[src/rtl/pixel_issue_sequencer_pkg.sv]
// pixel_issue_sequencer_pkg: shared raster defaults, field widths and the pixel request record
package pixel_issue_sequencer_pkg;
    localparam int H_RES_DEF   = 640;
    localparam int V_RES_DEF   = 480;
    localparam int CREDITS_DEF = 64;
    localparam int X_W         = 10;
    localparam int Y_W         = 9;
    localparam int ID_W        = 19;

    typedef struct packed {
        logic [X_W-1:0]  x;
        logic [Y_W-1:0]  y;
        logic [ID_W-1:0] id;
        logic            last;
    } pixel_req_t;
endpackage

[src/rtl/pixel_issue_sequencer_credit.sv]
// pixel_credit_counter: pixel-buffer credit tracker with full/empty flags and sticky overflow error
//   clk, rst (async, active-low) | dec: pixel issued | inc: buffer entry popped
//   full: all credits home | empty: no credit left | err: return seen while full
module pixel_credit_counter #(
    parameter int  CREDITS = 64,
    localparam int CW      = $clog2(CREDITS + 1)
) (
    input  logic clk,
    input  logic rst,
    input  logic dec,
    input  logic inc,
    output logic full,
    output logic empty,
    output logic err
);
    logic [CW-1:0] r_count;
    logic          r_err;

    assign full  = (r_count == CW'(CREDITS));
    assign empty = (r_count == '0);
    assign err   = r_err;

    // A simultaneous issue and return cancel out; a lone return at full is dropped and flagged.
    always_ff @(posedge clk or negedge rst) begin
        if (!rst) begin
            r_count <= CW'(CREDITS);
            r_err   <= 1'b0;
        end else if (inc && !dec) begin
            if (full) r_err <= 1'b1;
            else      r_count <= r_count + 1'b1;
        end else if (dec && !inc && !empty) begin
            r_count <= r_count - 1'b1;
        end
    end
endmodule

[src/rtl/pixel_issue_sequencer.sv]
// pixel_issue_sequencer: raster-order pixel request issuer, throttled by pixel-buffer credits
//   clk, rst (async, active-low) | render_frame: frame start pulse
//   pix_ready: raypipe accepts | pb_re: credit return from frame buffer handler
//   pix_valid/pix_x/pix_y/pix_id/pix_last: pixel request | busy, frame_done, credit_err: status
module pixel_issue_sequencer
    import pixel_issue_sequencer_pkg::*;
#(
    parameter int H_RES   = H_RES_DEF,
    parameter int V_RES   = V_RES_DEF,
    parameter int CREDITS = CREDITS_DEF
) (
    input  logic            clk,
    input  logic            rst,
    input  logic            render_frame,
    input  logic            pix_ready,
    input  logic            pb_re,
    output logic            pix_valid,
    output logic [X_W-1:0]  pix_x,
    output logic [Y_W-1:0]  pix_y,
    output logic [ID_W-1:0] pix_id,
    output logic            pix_last,
    output logic            busy,
    output logic            frame_done,
    output logic            credit_err
);
    typedef enum logic [1:0] {IDLE, ISSUE, DRAIN} state_t;

    localparam logic [X_W-1:0] X_MAX = X_W'(H_RES - 1);
    localparam logic [Y_W-1:0] Y_MAX = Y_W'(V_RES - 1);

    state_t          r_state;
    logic [X_W-1:0]  r_x;
    logic [Y_W-1:0]  r_y;
    logic [ID_W-1:0] r_id;
    logic            r_frame_done;
    logic            w_full;
    logic            w_empty;
    logic            w_err;
    logic            w_fire;
    logic            w_last;
    pixel_req_t      w_req;

    assign w_last     = (r_x == X_MAX) && (r_y == Y_MAX);
    assign w_req      = '{x: r_x, y: r_y, id: r_id, last: w_last};
    // Valid only depends on registered state, so a stalled request can never be withdrawn.
    assign pix_valid  = (r_state == ISSUE) && !w_empty;
    assign w_fire     = pix_valid && pix_ready;
    assign pix_x      = w_req.x;
    assign pix_y      = w_req.y;
    assign pix_id     = w_req.id;
    assign pix_last   = w_req.last;
    assign busy       = (r_state != IDLE);
    assign frame_done = r_frame_done;
    assign credit_err = w_err;

    pixel_credit_counter #(.CREDITS(CREDITS)) u_credits (
        .clk   (clk),
        .rst   (rst),
        .dec   (w_fire),
        .inc   (pb_re),
        .full  (w_full),
        .empty (w_empty),
        .err   (w_err)
    );

    always_ff @(posedge clk or negedge rst) begin
        if (!rst) begin
            r_state      <= IDLE;
            r_x          <= '0;
            r_y          <= '0;
            r_id         <= '0;
            r_frame_done <= 1'b0;
        end else begin
            r_frame_done <= 1'b0;
            case (r_state)
                IDLE:  if (render_frame) r_state <= ISSUE;
                ISSUE: if (w_fire) begin
                    r_x  <= (r_x == X_MAX) ? '0 : r_x + 1'b1;
                    r_y  <= w_last ? '0 : (r_x == X_MAX) ? r_y + 1'b1 : r_y;
                    r_id <= w_last ? '0 : r_id + 1'b1;
                    if (w_last) r_state <= DRAIN;
                end
                // The frame is complete only once every issued pixel has been consumed.
                DRAIN: if (w_full) begin
                    r_state      <= IDLE;
                    r_frame_done <= 1'b1;
                end
                default: r_state <= IDLE;
            endcase
        end
    end
endmodule

[config.mk]
export PLATFORM = sky130hd
export DESIGN_NAME = pixel_issue_sequencer
export DESIGN_NICKNAME = d
export VERILOG_FILES = /design/src/rtl/pixel_issue_sequencer_pkg.sv /design/src/rtl/pixel_issue_sequencer_credit.sv /design/src/rtl/pixel_issue_sequencer.sv
export SDC_FILE = /design/constraint.sdc
export NUM_CORES = 1
export LEC_CHECK = 0
export CAP_MARGIN = 15
export CORE_UTILIZATION = 45
export DETAILED_ROUTE_END_ITERATION = 8
export PLACE_DENSITY = 0.78
export SLEW_MARGIN = 20
export SYNTH_ARGS = -nofsm -noshare
export SYNTH_HDL_FRONTEND = slang
export SYNTH_SLANG_ARGS = --single-unit
export TNS_END_PERCENT = 1
[constraint.sdc]
create_clock -name clk -period 4.47 [get_ports clk]
set_input_delay 0.6705 -clock clk [delete_from_list [all_inputs] [get_ports clk]]
set_output_delay 0.6705 -clock clk [all_outputs]
set_load 0.01 [all_outputs]
## Word level (Yosys, flattened, before mapping)

Index checks and enable logic that the tools add are counted.
Widths: inputs -> output; s select.

| storage, ports and cells | value |
|---|---|
| flip-flop bits (word level) | 49 |
| input port bits | 5 |
| output and inout port bits | 43 |

| cells by class | value |
|---|---|
| $add $sub $neg | 5 |
| eq/ne operators | 10 |
| muxes and demuxes | 14 |
| reductions and logical operators | 19 |

Operators by type and width:

| cell | number |
|---|---|
| $mux 7 | 3 |
| $add 19x1->19 const B | 1 |
| $mux 19 | 1 |
| $mux 9 | 2 |
| $add 10x1->10 const B | 1 |
| $eq 10x10->1 const B | 1 |
| $mux 10 | 1 |
| $add 9x1->9 const B | 1 |
| $eq 9x9->1 const B | 1 |
| $mux 2 | 4 |
| $add 7x1->7 const B | 1 |
| $eq 7x7->1 const B | 1 |
| $logic_not 7->1 | 1 |
| $sub 7x1->7 const B | 1 |
| $logic_and 1x1->1 | 6 |
| $ne 2x2->1 const B | 3 |
| $pmux 2 s3 | 1 |
| $reduce_and 2->1 | 3 |
| $reduce_bool 2->1 | 3 |
| $ne 2x1->1 const B | 2 |
| $reduce_and 4->1 | 1 |
| $logic_not 1->1 | 3 |
| $reduce_and 3->1 | 1 |
| $eq 2x1->1 const B | 1 |
| 3 further kinds | 4 |

## Depth between registers and ports, before layout

| logic depth | value |
|---|---|
| depth after elaboration | 8 |
| mapped depth | 12 |
| depth with buffers taken out | 10 |

## Cells and area by module

From an unflattened synthesis, not the netlist that was laid out.

| unflattened totals | value |
|---|---|
| cells, all modules | 281 |
| area total of the unflattened synthesis | 2663.8 sq um |

Modules (own cells, without submodules):

| module | times used | cells each | area each (sq um) | sequential area each (sq um) |
|---|---|---|---|---|
| pixel_issue_sequencer | 1 | 222 | 2068.2 | 1026.0 |
| pixel_credit_counter | 1 | 59 | 595.6 | 201.4 |

## Worst setup path after synthesis

No wires, ideal clock.

| timing path | value |
|---|---|
| path type | register -> register |
| from | register u_credits.r_count[0] |
| to | register u_credits.r_count[5] |
| setup time | 0.125 ns |
| data arrival time | 3.085 ns |
| required time | 4.345 ns |
| slack | 1.260 ns |
| cell stages (with the launch flop) | 12 |
| buffers on the path | 2 |
| cell sequence | dfrtp_1 or4_4 o41ai_4 buf_2 buf_4 nand2_1 ha_1 a21oi_1 a21boi_0 nor4_1 a311o_1 mux2_4 |

| between the ends | value |
|---|---|
| longest elaborated chain between the ends | 8 |
| elaborated cells on any way between the ends | 17 |
| those cells by class | add/sub: 2; eq/ne: 2; mux: 3; reduce/logical: 10 |

Ends and longest elaborated chain:

| item | RTL line | text |
|---|---|---|
| from (decl) | pixel_issue_sequencer_credit.sv:16 | `logic [CW-1:0] r_count;` |
| from (signal assigned) | pixel_issue_sequencer_credit.sv:26 | `r_count <= CW'(CREDITS);` |
| from (signal assigned) | pixel_issue_sequencer_credit.sv:30 | `else r_count <= r_count + 1'b1;` |
| from (signal assigned) | pixel_issue_sequencer_credit.sv:32 | `r_count <= r_count - 1'b1;` |
| parallel branches: the longest is 8 deep, another holds $sub 7x1->7 | -- |  |

Parallel ways; which one is timed is not known. The select of a mux whose other input is x is not followed.
A chain may end at the register's enable or synchronous reset.

## Worst setup path after layout

| timing path | value |
|---|---|
| from | register r_x[0] (netlist: pix_x[0]) |
| to | output port pix_last |

| between the ends | value |
|---|---|
| longest elaborated chain between the ends | 2 |

Ends and longest elaborated chain:

| item | RTL line | text |
|---|---|---|
| from (decl) | pixel_issue_sequencer.sv:32 | `logic [X_W-1:0] r_x;` |
| from (signal assigned) | pixel_issue_sequencer.sv:78 | `r_x <= (r_x == X_MAX) ? '0 : r_x + 1'b1;` |
| $eq 10x10->1 | pixel_issue_sequencer.sv:43 | `assign w_last = (r_x == X_MAX) && (r_y == Y_MAX);` |
| $logic_and 1x1->1 | pixel_issue_sequencer.sv:43 |  |
| to (decl) | pixel_issue_sequencer.sv:21 | `output logic pix_last,` |

No other way between the ends.

==> impl_metrics.env <==
export IMPL_yosysSeqAreaShare=0.440
export IMPL_synthMostInstantiatedCell="dfrtp_1"
export IMPL_grt_max_degree=50
export IMPL_power_density_nw_per_um2=445
export IMPL_synth_cell_types=52
export IMPL_leakage_uw=0.00142
export IMPL_synth_cells=302
export IMPL_clock_fmax_ghz=0.305
export IMPL_grt_pass1_wl_um=10700
export IMPL_crit_slowest_cell="clkdlybuf4s50_1"
export IMPL_setup_tns_ns=0
export IMPL_end_kind="primary output"
export IMPL_synthArstFlopShare=1.00
export IMPL_area_growth_pct=23.9
export IMPL_fill_cells=556
export IMPL_postSynthAreaPerCell_um2=9.25
export IMPL_drc=0
export IMPL_routed_wl_um=6360
export IMPL_setup_viol=0
export IMPL_yosysTopAreaCell="dfrtp_1"
export IMPL_fp_dieW_um=80.8
export IMPL_num_io_pins=48
export IMPL_synth_seq_cells=49
export IMPL_overflow=0
export IMPL_cts_buffers=5
export IMPL_wl_per_cell_um=14.9
export IMPL_cts_sinks=49
export IMPL_synth_edf_count=0
export IMPL_hp_class="in2async"
export IMPL_clk_latency_ns=0.30
export IMPL_r2r_end="u_credits.r_count[5]$_DFFE_PN0P_"
export IMPL_num_rows=28
export IMPL_die_area_um2=6520
export IMPL_syn_nets=317
export IMPL_cp_arrival_ns=2.61
export IMPL_port_buffers=47
export IMPL_viasPerCell=5.63
export IMPL_initial_core_util=0.469
export IMPL_drive_gt1_frac=0.0739
export IMPL_dp_hpwl_um=4330
export IMPL_worstPathCellList="ha_1 > nand4bb_1 > nor3_2 > buf_4 > nand2_1 > clkinv_1 > clkdlybuf4s50_1"
export IMPL_synthTopCellsByArea="dfrtp_1, o21ai_1, ha_1"
export IMPL_clk_path_buf_depth=2
export IMPL_multi_input_area_um2=1470
export IMPL_yosys_area_top_type_share=0.430
export IMPL_hold_viol=0
export IMPL_cts_root_buf="clkbuf_8"
export IMPL_vdd_drop_max_uv=260
export IMPL_grt_use_total=0.209
export IMPL_critPathKind="reg2out"
export IMPL_gp_congestion=0.815
export IMPL_firstDrtPassIters=5
export IMPL_clkTransAtPathRegs_ns=0.09
export IMPL_cpPeakStageDelay_ns=0.56
export IMPL_ant_nets=0
export IMPL_fin_worst_skew_ns=0.00809
export IMPL_slew_violations=0
export IMPL_antenna_found_initial=0
export IMPL_ctsHtreeMaxLevel=2
export IMPL_rsz0062_at_grt="no"
export IMPL_postCtsResizedCells=0
export IMPL_hold_buffers=0
export IMPL_crit_path_start_kind="register"
export IMPL_required_ns=3.80
export IMPL_fin_crit_ns=3.28
export IMPL_yosysWarningCount=0
export IMPL_status="finished clean"
export IMPL_drtIter0Drc=133
export IMPL_cap_viol_max_count=0
export IMPL_post_place_cells=419
export IMPL_syn_area_um2=2790
export IMPL_r2r_start="u_credits.r_count[1]$_DFFE_PN0P_"
export IMPL_final_nets=366
export IMPL_core_area_um2=5960
export IMPL_fp_dieH_um=80.8
export IMPL_max_slew_worst_pin_slew_ns=0.978
export IMPL_yosys_most_used_dff="dfrtp_1"
export IMPL_vias=2403
export IMPL_rrSetupSlack_ns=1.39
export IMPL_crit_fanout=26
export IMPL_regArea_um2=1230
export IMPL_first_global_vias=2278
export IMPL_synthTopCellsByCount="dfrtp_1, o21ai_1, nand2_1"
export IMPL_slew_headroom=0.348
export IMPL_cts_setup_buffers=0
export IMPL_timing_final_crit_share=0.734
export IMPL_cts_tree="built"
export IMPL_final_cells=427
export IMPL_reg2reg_depth=9
export IMPL_antennaDiodeCount=0
==> per-layer routing <==
metal | global-route usage | wire length (um) | up-vias
met2 | 0.359 | 3100 | 56
met3 | 0.0404 | 226 | 2
li1 | - | - | 1188
met5 | 0 | 0 | -
met1 | 0.268 | 3000 | 1157
met4 | 0.0571 | 40 | 0
==> worst max-delay path by stage <==
| stage | slack [ns] | startpoint | end | cells after the start |
|---|---|---|---|---|
| 2_1_floorplan | 1.26 | u_credits.r_count[0]$_DFFE_PN0P_ | u_credits.r_count[5]$_DFFE_PN0P_ | 11 |
| 3_3_place_gp | 1.30 | pix_ready | u_credits.r_count[5]$_DFFE_PN0P_ | 10 |
| 3_5_place_dp | 1.22 | pix_ready | u_credits.r_count[6]$_DFFE_PN1P_ | 11 |
| 4_1_cts | 1.17 | pix_x[0]$_DFFE_PN0P_ | pix_last | 7 |
| 5_1_grt | 0.98 | pix_y[0]$_DFFE_PN0P_ | pix_last | 7 |
| 6_report | 1.19 | pix_x[0]$_DFFE_PN0P_ | pix_last | 7 |
==> area by class of cell <==
type | count | share of cell area
clock inverter | 2 | 0.0108
timing repair buffer | 50 | 0.142
multi-input combinational | 229 | 0.424
tap | 75 | 0.0271
clock buffer | 6 | 0.0239
inverter | 16 | 0.0174
sequential | 49 | 0.355
==> logic make-up after synthesis <==
| family | Yosys count | share of synthesized area |
|---|---|---|
| multiplexers | 7 | 0.0323 |
| buffers and inverters | 24 | 0.0345 |
| adder cells (fa/ha/maj) | 10 | 0.0475 |
| AND/OR/NAND/NOR | 117 | 0.224 |
| XOR/XNOR | 9 | 0.0282 |
| flip-flops | 49 | 0.440 |
| AO/OA/AOI/OAI | 86 | 0.194 |
==> state kept, by name, indices dropped and copies added (netlist names) <==
signal	flops
pix_id	19
pix_x	10
pix_y	9
u_credits.r_count	7
r_state	2
frame_done	1
u_credits.err	1
==> worst max-delay path, delay by kind of cell, from the launching register on <==
| family | cells | cell delay [ns] |
|---|---|---|
| buffers and inverters | 3 | 1.06 |
| and+or+nand+nor | 3 | 0.57 |
| DFF | 1 | 0.45 |
| adders and majority gates | 1 | 0.23 |
==> through the flow <==
stage                     utilization  total power, uW  hold WS, ns  setup WS [ns]  cell area [um^2]
after global placement          0.561             1180        0.459           1.30              3340
after CTS                       0.581             1550        0.486           1.17              3460
final                           0.581             1540        0.366           1.19              3460
after detailed placement        0.561             1210        0.461           1.22              3340
after global routing            0.581             1640        0.410          0.975              3460
after floorplan                     -             1000        0.375           1.26              2790
==> power by group <==
group	total, uW	leakage (uW)	internal, uW	switching (uW)
sequential	654	0.000596	532	122
combinational	552	0.000765	292	260
clock	336	0.0000574	182	154
==> cell usage in the layout, fill, tap and decap left out, types with 2 or more instances in the layout <==
cell             instances
mux2_4                   4
a21o_1                   5
clkbuf_8                 6
nand4_1                  9
nor4_2                   2
a21oi_1                 19
nand3_1                 16
nand2_1                 29
inv_1                   14
nor2_1                  17
o21ai_1                 30
and2_1                   4
mux2i_1                  3
ha_1                     9
nand2b_1                 8
a22o_1                   3
o21ai_0                 10
nor4_1                   3
o31ai_1                  3
xnor2_1                  8
a22oi_1                  5
or3_1                    7
buf_4                    4
nor3_2                   2
a21boi_0                 2
clkdlybuf4s50_1         46
nor3_1                   8
and3_1                   3
dfrtp_1                 48
No activity file was read; power rests on OpenSTA's default activity.
